### src/rtl/result_byte_serializer_pkg.sv
// Shared types and byte-count helpers for the result byte serializer.
// Header and data words are sent as whole bytes, MSB byte first.
package result_byte_serializer_pkg;

    typedef enum logic [1:0] {
        S_IDLE,
        S_SEND_HEAD,
        S_SEND_DATA,
        S_DONE
    } state_e;

    localparam int CNT_W = 3;

    function automatic int nbytes(input int bits);
        return (bits + 7) / 8;
    endfunction

    function automatic int nh_bytes(input int head_bits);
        return nbytes(head_bits);
    endfunction

    function automatic int nd_bytes(input int data_bits);
        return nbytes(data_bits);
    endfunction

endpackage

### src/rtl/edge_detect_rise.sv
// Rising-edge detector against a registered copy of the input.
// The copy resets low, so a level already high at reset release fires once.
module edge_detect_rise (
    input  logic clk_i,
    input  logic rst_ni,
    input  logic en_i,
    input  logic sig_i,
    output logic rise_o
);

    logic sig_q;

    always_ff @(posedge clk_i or negedge rst_ni) begin
        if (!rst_ni) begin
            sig_q <= 1'b0;
        end else begin
            sig_q <= sig_i;
        end
    end

    assign rise_o = en_i & sig_i & ~sig_q;

endmodule

### src/rtl/result_byte_serializer.sv
// Captures a header/result pair on a DATA_VALID rising edge and streams
// it out as a valid/ready byte frame; extra triggers mid-frame are dropped.
module result_byte_serializer
    import result_byte_serializer_pkg::*;
#(
    parameter int BITWIDTH_DATA = 16,
    parameter int BITWIDTH_HEAD = 26
) (
    input  logic                     CLK_SYS,
    input  logic                     RSTN,
    input  logic                     EN,
    input  logic [BITWIDTH_DATA-1:0] DATA_IN,
    input  logic [BITWIDTH_HEAD-1:0] DATA_HEAD,
    input  logic                     DATA_VALID,
    input  logic                     TX_READY,
    output logic [7:0]               TX_DATA,
    output logic                     TX_VALID,
    output logic                     BUSY,
    output logic                     FRAME_DONE,
    output logic                     OVERFLOW
);

    localparam int NH = nh_bytes(BITWIDTH_HEAD);
    localparam int ND = nd_bytes(BITWIDTH_DATA);
    localparam int HW = NH * 8;
    localparam int DW = ND * 8;
    localparam logic [CNT_W-1:0] NH_LAST = CNT_W'(NH - 1);
    localparam logic [CNT_W-1:0] ND_LAST = CNT_W'(ND - 1);

    state_e           state_q;
    logic [HW-1:0]    head_q;
    logic [DW-1:0]    data_q;
    logic [CNT_W-1:0] cnt_q;
    logic [7:0]       tx_data_q;
    logic             tx_valid_q;
    logic             busy_q;
    logic             done_q;
    logic             ovf_q;

    logic          trig;
    logic          xfer;
    logic [HW-1:0] head_ext;
    logic [DW-1:0] data_ext;

    assign head_ext = HW'(DATA_HEAD);
    assign data_ext = DW'(DATA_IN);
    assign xfer     = tx_valid_q & TX_READY;

    edge_detect_rise u_edge (
        .clk_i  (CLK_SYS),
        .rst_ni (RSTN),
        .en_i   (EN),
        .sig_i  (DATA_VALID),
        .rise_o (trig)
    );

    // head_q/data_q shift left as bytes go out; the top byte is next.
    always_ff @(posedge CLK_SYS or negedge RSTN) begin
        if (!RSTN) begin
            state_q    <= S_IDLE;
            head_q     <= '0;
            data_q     <= '0;
            cnt_q      <= '0;
            tx_data_q  <= 8'h00;
            tx_valid_q <= 1'b0;
            busy_q     <= 1'b0;
            done_q     <= 1'b0;
            ovf_q      <= 1'b0;
        end else if (!EN) begin
            state_q    <= S_IDLE;
            cnt_q      <= '0;
            tx_valid_q <= 1'b0;
            busy_q     <= 1'b0;
            done_q     <= 1'b0;
            ovf_q      <= 1'b0;
        end else begin
            done_q <= 1'b0;
            if (trig && state_q != S_IDLE) begin
                ovf_q <= 1'b1;
            end
            unique case (state_q)
                S_IDLE: begin
                    if (trig) begin
                        state_q    <= S_SEND_HEAD;
                        head_q     <= head_ext << 8;
                        data_q     <= data_ext;
                        tx_data_q  <= head_ext[HW-1 -: 8];
                        tx_valid_q <= 1'b1;
                        busy_q     <= 1'b1;
                        cnt_q      <= '0;
                    end
                end
                S_SEND_HEAD: begin
                    if (xfer) begin
                        if (cnt_q == NH_LAST) begin
                            state_q   <= S_SEND_DATA;
                            cnt_q     <= '0;
                            tx_data_q <= data_q[DW-1 -: 8];
                            data_q    <= data_q << 8;
                        end else begin
                            cnt_q     <= cnt_q + 1'b1;
                            tx_data_q <= head_q[HW-1 -: 8];
                            head_q    <= head_q << 8;
                        end
                    end
                end
                S_SEND_DATA: begin
                    if (xfer) begin
                        if (cnt_q == ND_LAST) begin
                            state_q    <= S_DONE;
                            cnt_q      <= '0;
                            tx_valid_q <= 1'b0;
                            done_q     <= 1'b1;
                        end else begin
                            cnt_q     <= cnt_q + 1'b1;
                            tx_data_q <= data_q[DW-1 -: 8];
                            data_q    <= data_q << 8;
                        end
                    end
                end
                S_DONE: begin
                    state_q <= S_IDLE;
                    busy_q  <= 1'b0;
                end
                default: begin
                    state_q <= S_IDLE;
                end
            endcase
        end
    end

    assign TX_DATA    = tx_data_q;
    assign TX_VALID   = tx_valid_q;
    assign BUSY       = busy_q;
    assign FRAME_DONE = done_q;
    assign OVERFLOW   = ovf_q;

endmodule

### config.mk
export PLATFORM = sky130hd
export DESIGN_NAME = result_byte_serializer
export DESIGN_NICKNAME = d
export VERILOG_FILES = /design/src/rtl/result_byte_serializer_pkg.sv /design/src/rtl/edge_detect_rise.sv /design/src/rtl/result_byte_serializer.sv
export SDC_FILE = /design/constraint.sdc
export NUM_CORES = 1
export LEC_CHECK = 0
export ABC_AREA = 0
export ABC_CLOCK_PERIOD_IN_PS = 5600
export CAP_MARGIN = 10
export CORE_MARGIN = 2
export CORE_UTILIZATION = 39
export DETAILED_ROUTE_END_ITERATION = 8
export MAX_ROUTING_LAYER = met4
export SYNTH_ARGS = -nofsm -noshare
export SYNTH_HDL_FRONTEND = slang
export SYNTH_SLANG_ARGS = --single-unit
### constraint.sdc
create_clock -name CLK_SYS -period 5.6 [get_ports CLK_SYS]
set_input_delay 1.12 -clock CLK_SYS [delete_from_list [all_inputs] [get_ports CLK_SYS]]
set_output_delay 1.12 -clock CLK_SYS [all_outputs]
set_load 0.05 [all_outputs]
==> impl_results.rst, run 1 <==
.. list-table::
   :header-rows: 1

   * - Metric
     - Value
   * - Outcome
     - completed
   * - Number of antenna violations at the first check in global routing
     - 0
   * - Per-cell routed wire length
     - 14.13 um
   * - Hold Crit Class
     - reg -> reg
   * - DRC violation total after the first TritonRoute iteration
     - 92
   * - Data arrival time of the critical path
     - 3.07 ns
   * - Number of buffers inserted during clock tree synthesis
     - 9
   * - CP dominant cell by count
     - buf_4
   * - Clock latency at the later pin of the worst-skew pair
     - 0.33 ns
   * - Gate Count Post-Synth
     - 276
   * - Number of hold buffers added after CTS
     - 0
   * - Worst path max stage delay
     - 0.58 ns
   * - Sequence of cells on the critical path
     - inv_1 -> ha_1 -> buf_4 -> nand4b_1 -> a221oi_4 -> buf_4 -> nor2_1 -> a21oi_1
   * - Commonest non-fill, non-tap cells in the layout
     - 58 x dfrtp_1, 57 x clkdlybuf4s50_1, 32 x mux2_2
   * - Number of buffers inserted by port buffering
     - 58
   * - Maximum clock frequency
     - 355.0 MHz
   * - RD Place Congestion
     - 0.8458
   * - Number of gates resized after CTS
     - 0
   * - HPWL after detailed placement
     - 4221 um
   * - Initial Utilization
     - 40.20%
   * - Total gr overflow
     - 0
   * - Sinks on the clock net
     - 58
   * - Post-synthesis cell area
     - 0.003107 mm2
   * - Placement Setup Slack
     - 2.607 ns
   * - Max-slew violation count
     - 0
   * - Fraction of the yosys area taken by sequential cells
     - 46.72%
   * - Fraction of layout cells with a size suffix above 1
     - 19.46%
   * - Growth of design area from synthesis to finish
     - 25.33%
   * - Crit Path Class
     - reg -> reg
   * - Post-route DRC violation count
     - 0
   * - Wire length of the first global-routing pass
     - 10360 um
   * - Most common cell after layout, fill and taps aside
     - dfrtp_1
   * - Min Tclk post-route
     - 2.817 ns
   * - Clock transition at the registers of the reported paths
     - 0.06 ns
   * - GRT Util Overall
     - 15.86%
   * - First-pass detailed-route iteration total
     - 4
   * - Core area
     - 0.007727 mm2
   * - Setup-failing EPs final
     - 0
   * - Transition time at the pin with the least slew margin
     - 0.8992 ns
   * - Setup repair after global routing missed its margin
     - no
   * - Pwr/cell area
     - 452.9 mW/mm2
   * - Total of flip-flops plus latches after synthesis
     - 58
   * - Clock buffer depth
     - 2
   * - Data required time at the worst endpoint
     - 5.85 ns
   * - Detail-routed via count per cell
     - 4.963
   * - Count of yosys warnings during synthesis
     - 0
   * - Biggest fanout along the worst timing path
     - 48
   * - Worst-case headroom to the max-slew limit
     - 40.05%
   * - Net Count, Synth
     - 333
   * - Crit path max-delay cell type
     - ha_1
   * - Setup TNS Final
     - 0 ns
   * - Final #Nets
     - 389
   * - Deepest level of the CTS H-tree
     - 3
   * - Worst-case hold slack
     - 0.4908 ns
   * - Number of top-level pins
     - 59
   * - Final period utilization
     - 50.30%
   * - Avg Inst Size Synth
     - 11.26 um2
   * - CP startpoint kind
     - register
   * - Peak supply drop
     - 0.2330 mV
   * - Routed via count
     - 2164
   * - Critical Path End Type
     - register
   * - Cell family with most CP delay
     - buffers and inverters
   * - Root buffer selected by CTS
     - clkbuf_8
   * - Placed instance area
     - 0.003754 mm2
   * - Ant. Diodes
     - 0
   * - Number of max-cap violations
     - 0
   * - Final Hold Violating Endpoints
     - 0
   * - Final ANT Viol Nets
     - 0
   * - Largest net degree at the start of global routing
     - 59
   * - Unique masters post-synth
     - 37
   * - Fin Clk Skew
     - 0.006053 ns
   * - Total buffers and inverters traversed by the critical path
     - 3
   * - Final design utilization
     - 50.39%
   * - Width of the die
     - 93.25 um
   * - Reported leakage power
     - 1.632 nW
   * - Number of setup buffers added after CTS
     - 0
   * - Final worst slack
     - 2.783 ns
   * - Final Cell Area
     - 0.003894 mm2
   * - Number of global-route vias before repair
     - 2170
   * - Placement Rows
     - 32
   * - Wire length reported by the detailed router
     - 6159 um
   * - CTS tree
     - done
   * - Die Height
     - 93.25 um
   * - Die area
     - 0.008696 mm2
[registers in the layout, summed over array words and instances (netlist names)]
register,flops
cnt_q,3
state_q,2
BUSY,1
data_q,16
OVERFLOW,1
TX_VALID,1
head_q,24
TX_DATA,8
FRAME_DONE,1
u_edge.sig_q,1
[cells by family (layout without fill, tap and decap cells)]
logic type	after synthesis	in the layout	share of synthesized area (%)
simple gates	63	63	10.91
mux	60	60	22.23
compound gates	53	53	11.28
flops	58	58	46.72
buf+inv	32	90	4.832
fa+ha+maj	10	10	4.027
[power by group]
group          internal, mW  total [mW]  switching (mW)
Combinational         0.375       0.773           0.398
Clock                 0.153       0.298           0.145
Sequential            0.591       0.693           0.102
[synth_stat cells, drive strengths merged]
master | instances | area, um2
dfrtp | 58 | 1451
mux2 | 42 | 510.5
a21oi | 25 | 125.1
nor2 | 24 | 92.59
mux2i | 18 | 180.2
inv | 16 | 60.05
nor2b | 16 | 100.1
buf | 14 | 81.32
o21ai | 12 | 67.56
ha | 10 | 125.1
a22oi | 8 | 60.06
nand3b | 8 | 60.06
nand2 | 5 | 18.77
nand2b | 3 | 26.27
a211oi | 2 | 27.53
clkbuf | 2 | 8.750
nand3 | 2 | 10.01
nor3 | 2 | 10.01
a21o | 1 | 7.510
a221oi | 1 | 15.01
a311oi | 1 | 8.760
a31o | 1 | 8.760
nand4b | 1 | 8.760
nor4 | 1 | 6.260
o2111ai | 1 | 8.760
o211ai | 1 | 21.27
or3 | 1 | 6.260
[per-stage QoR]
step                total power [mW]  cells
floorplan                      1.279    276
global route                   1.891    436
global placement               1.462    423
finish                         1.764    436
detailed placement             1.476    423
CTS                            1.786    436
[final cells by class]
cell class | count | area [um2]
Fill cell | 716 | 3834
Multi-Input combinational cell | 186 | 1516
Sequential cell | 58 | 1451
Timing Repair Buffer | 61 | 598.1
Clock buffer | 12 | 135.1
Tap cell | 102 | 127.6
Inverter | 16 | 60.06
Clock inverter | 1 | 5.005
[worst register-to-register path: stages, from the launching register on]
cell	delay (ns)
dfrtp_1	0.43
inv_1	0.12
ha_1	0.58
buf_4	0.45
nand4b_1	0.21
a221oi_4	0.28
buf_4	0.43
nor2_1	0.11
a21oi_1	0.14
[final timing paths]
| check | startpoint | endpoint | slack, ns | cells past startpoint |
|---|---|---|---|---|
| max | state_q[1] | head_q[19] | 2.78 | 8 |
| min | OVERFLOW | OVERFLOW | 0.49 | 2 |
| max reg2reg | state_q[1] | head_q[19] | 2.78 | 8 |
| min reg2reg | OVERFLOW | OVERFLOW | 0.49 | 2 |
| max in group asynchronous | RSTN | cnt_q[0] | 4.18 | 2 |
| min in group asynchronous | RSTN | data_q[4] | 0.94 | 2 |
[per-layer routing]
layer  track usage, %  wire (um)  vias up
met5                -          0        -
li1                 -          -     1071
met4            4.289         29        0
met1            20.73       2979     1041
met3            5.157        309        2
met2            23.86       2840       50
Note: power is estimated with default switching activity, not from simulation.
==> run 2, diff against run 1 <==
--- a/config.mk
+++ b/config.mk
@@ -6,7 +6,7 @@
 export NUM_CORES = 1
 export LEC_CHECK = 0
 export ABC_AREA = 0
-export ABC_CLOCK_PERIOD_IN_PS = 5600
+export ABC_CLOCK_PERIOD_IN_PS = 2800
 export CAP_MARGIN = 10
 export CORE_MARGIN = 2
 export CORE_UTILIZATION = 39
==> constraint.sdc (replaced) <==
create_clock -name CLK_SYS -period 2.8 [get_ports CLK_SYS]
set_input_delay 0.56 -clock CLK_SYS [delete_from_list [all_inputs] [get_ports CLK_SYS]]
set_output_delay 0.56 -clock CLK_SYS [all_outputs]
set_load 0.05 [all_outputs]
==> run 2 against run 1 <==
- cell count up 1.1%
- sequential power is 100% higher
- sequential cell count unchanged
- hold slack got worse by 0.14 ns
- non-clock buffer count grew 2
- clock skew rose by 0.0025 ns
==> impl_results.rst, run 2 (synthesized netlist as in run 1, its figures left out) <==
.. list-table::
   :header-rows: 1

   * - Metric
     - Value
   * - Clock network fraction of design power
     - 18.6%
   * - First-pass detailed-route iteration total
     - 4
   * - # fillers
     - 726
   * - RD Place Congestion
     - 0.8793
   * - CP startpoint kind
     - register
   * - Setup-failing EPs final
     - 0
   * - Grt peak-use layer
     - met2
   * - Min Tclk post-route
     - 2.206 ns
   * - Core area
     - 0.007727 mm2
   * - GRT Util Overall
     - 15.95%
   * - Peak supply drop
     - 0.4679 mV
   * - Routed via count
     - 2188
   * - Worst-case headroom to the max-slew limit
     - 43.02%
   * - Transition time at the pin with the least slew margin
     - 0.8546 ns
   * - Number of top-level pins
     - 59
   * - Setup repair after global routing missed its margin
     - no
   * - Final Hold Violating Endpoints
     - 0
   * - Worst-case reg-to-reg path depth
     - 4
   * - Placement Rows
     - 32
   * - Flip-flop count of the largest register after layout
     - 24
   * - Clock buffer depth
     - 2
   * - Setup TNS Final
     - 0 ns
   * - Die area
     - 0.008696 mm2
   * - Final period utilization
     - 78.79%
   * - CTS tree
     - done
   * - Outcome
     - completed
   * - Fraction of met2 tracks used by global routing
     - 23.80%
   * - Data arrival time of the critical path
     - 2.42 ns
   * - Logic gate share of total power
     - 43.0%
   * - Sequential share of power
     - 38.4%
   * - Hold Crit Class
     - in -> async
   * - Number of buffers inserted during clock tree synthesis
     - 9
   * - Per-cell routed wire length
     - 14.08 um
   * - Sinks on the clock net
     - 58
   * - Wire length reported by the detailed router
     - 6211 um
   * - Critical Path End Type
     - register
   * - Commonest non-fill, non-tap cells in the layout
     - 58 x dfrtp_1, 57 x clkdlybuf4s50_1, 32 x mux2_2
   * - Root buffer selected by CTS
     - clkbuf_8
   * - Final ANT Viol Nets
     - 0
   * - Max-slew violation count
     - 0
   * - Global-route met1 utilization
     - 21.37%
   * - Biggest fanout along the worst timing path
     - 27
   * - Die Height
     - 93.25 um
   * - Maximum clock frequency
     - 453.3 MHz
   * - Total Power Consumption
     - 3.616 mW
   * - Initial Utilization
     - 40.20%
   * - Final worst slack
     - 0.5938 ns
   * - Ant. Diodes
     - 0
   * - Switching portion of total power
     - 36.75%
   * - Clock transition at the registers of the reported paths
     - 0.07 ns
   * - Number of hold buffers added after CTS
     - 0
   * - Final #Nets
     - 391
   * - Number of global-route vias before repair
     - 2116
   * - Reported leakage power
     - 1.659 nW
   * - Routing usage on met3
     - 4.110%
   * - Number of buffers inserted by port buffering
     - 58
   * - Number of max-cap violations
     - 0
   * - Number of gates resized after CTS
     - 0
   * - Largest register by flop count
     - head_q
   * - Deepest level of the CTS H-tree
     - 3
   * - Growth of design area from synthesis to finish
     - 27.23%
   * - Fraction of layout cells with a size suffix above 1
     - 21.24%
   * - Worst-case register-to-register setup slack
     - 0.59 ns
   * - Net switching power
     - 1.329 mW
   * - HPWL after detailed placement
     - 4259 um
   * - Number of antenna violations at the first check in global routing
     - 0
   * - Fin Clk Skew
     - 0.008532 ns
   * - Data required time at the worst endpoint
     - 3.01 ns
   * - Placed insts
     - 425
   * - Width of the die
     - 93.25 um
   * - Most common cell after layout, fill and taps aside
     - dfrtp_1
   * - Placement Setup Slack
     - 0.3654 ns
   * - Crit Path Class
     - reg -> reg
   * - Total gr overflow
     - 0
   * - Endpoint of the worst register-to-register path
     - data_q[8]
   * - Finished Layout Cells
     - 441
   * - DRC violation total after the first TritonRoute iteration
     - 77
   * - Post-route DRC violation count
     - 0
   * - Clock latency at the later pin of the worst-skew pair
     - 0.33 ns
   * - Number of setup buffers added after CTS
     - 0
   * - Cell internal pwr
     - 2.287 mW
   * - Detail-routed via count per cell
     - 4.961
   * - Wire length of the first global-routing pass
     - 10410 um
   * - Pwr/cell area
     - 914.9 mW/mm2
   * - Final design utilization
     - 51.15%
   * - Largest net degree at the start of global routing
     - 59
   * - Startpoint of the worst register-to-register path
     - state_q[1]
## run 2: area by class of cell
class / instances / area [um2] / share of cell area (%)
Timing Repair Buffer: 63 / 625.6 / 15.83
Clock inverter: 5 / 30.03 / 0.7597
Inverter: 16 / 60.06 / 1.519
Sequential cell: 58 / 1451 / 36.72
Multi-Input combinational cell: 186 / 1516 / 38.37
Clock buffer: 11 / 141.4 / 3.577
Tap cell: 102 / 127.6 / 3.229
## run 2: worst max path at each step
stage          startpoint         end  slack (ns)
6_report       state_q[1]   data_q[8]        0.59
3_5_place_dp     TX_READY   data_q[1]        0.37
5_1_grt        state_q[1]    cnt_q[1]        0.43
2_1_floorplan    cnt_q[0]  data_q[10]        0.89
4_1_cts        state_q[1]   data_q[8]        0.56
3_3_place_gp     TX_READY   data_q[0]        0.39
## run 2: through the flow
step	area [um2]	hold WS, ns
finish	3953	0.3557
global route	3953	0.4280
CTS	3953	0.4022
detailed placement	3781	0.4913
global placement	3781	0.4827
floorplan	3107	0.2644
## run 2: per-layer routing
metal	vias up	share of wire (%)
met1	1049	48
li1	1081	-
met4	0	1.2
met3	8	3.8
met5	-	0
met2	50	47
## run 2: worst max-delay path: stages (launching register included)
cell and delay, ns:
dfrtp_1 0.43, inv_1 0.10, ha_1 0.85, mux2_2 0.43, mux2_4 0.26
## run 2: power groups by stage
stage	clock network (mW)	logic (mW)	registers (mW)
after global placement	0	1.55	1.40
final	0.671	1.55	1.39
after floorplan	0	1.07	1.49
after CTS	0.696	1.58	1.40
after global routing	0.733	1.71	1.44
after detailed placement	0	1.57	1.41
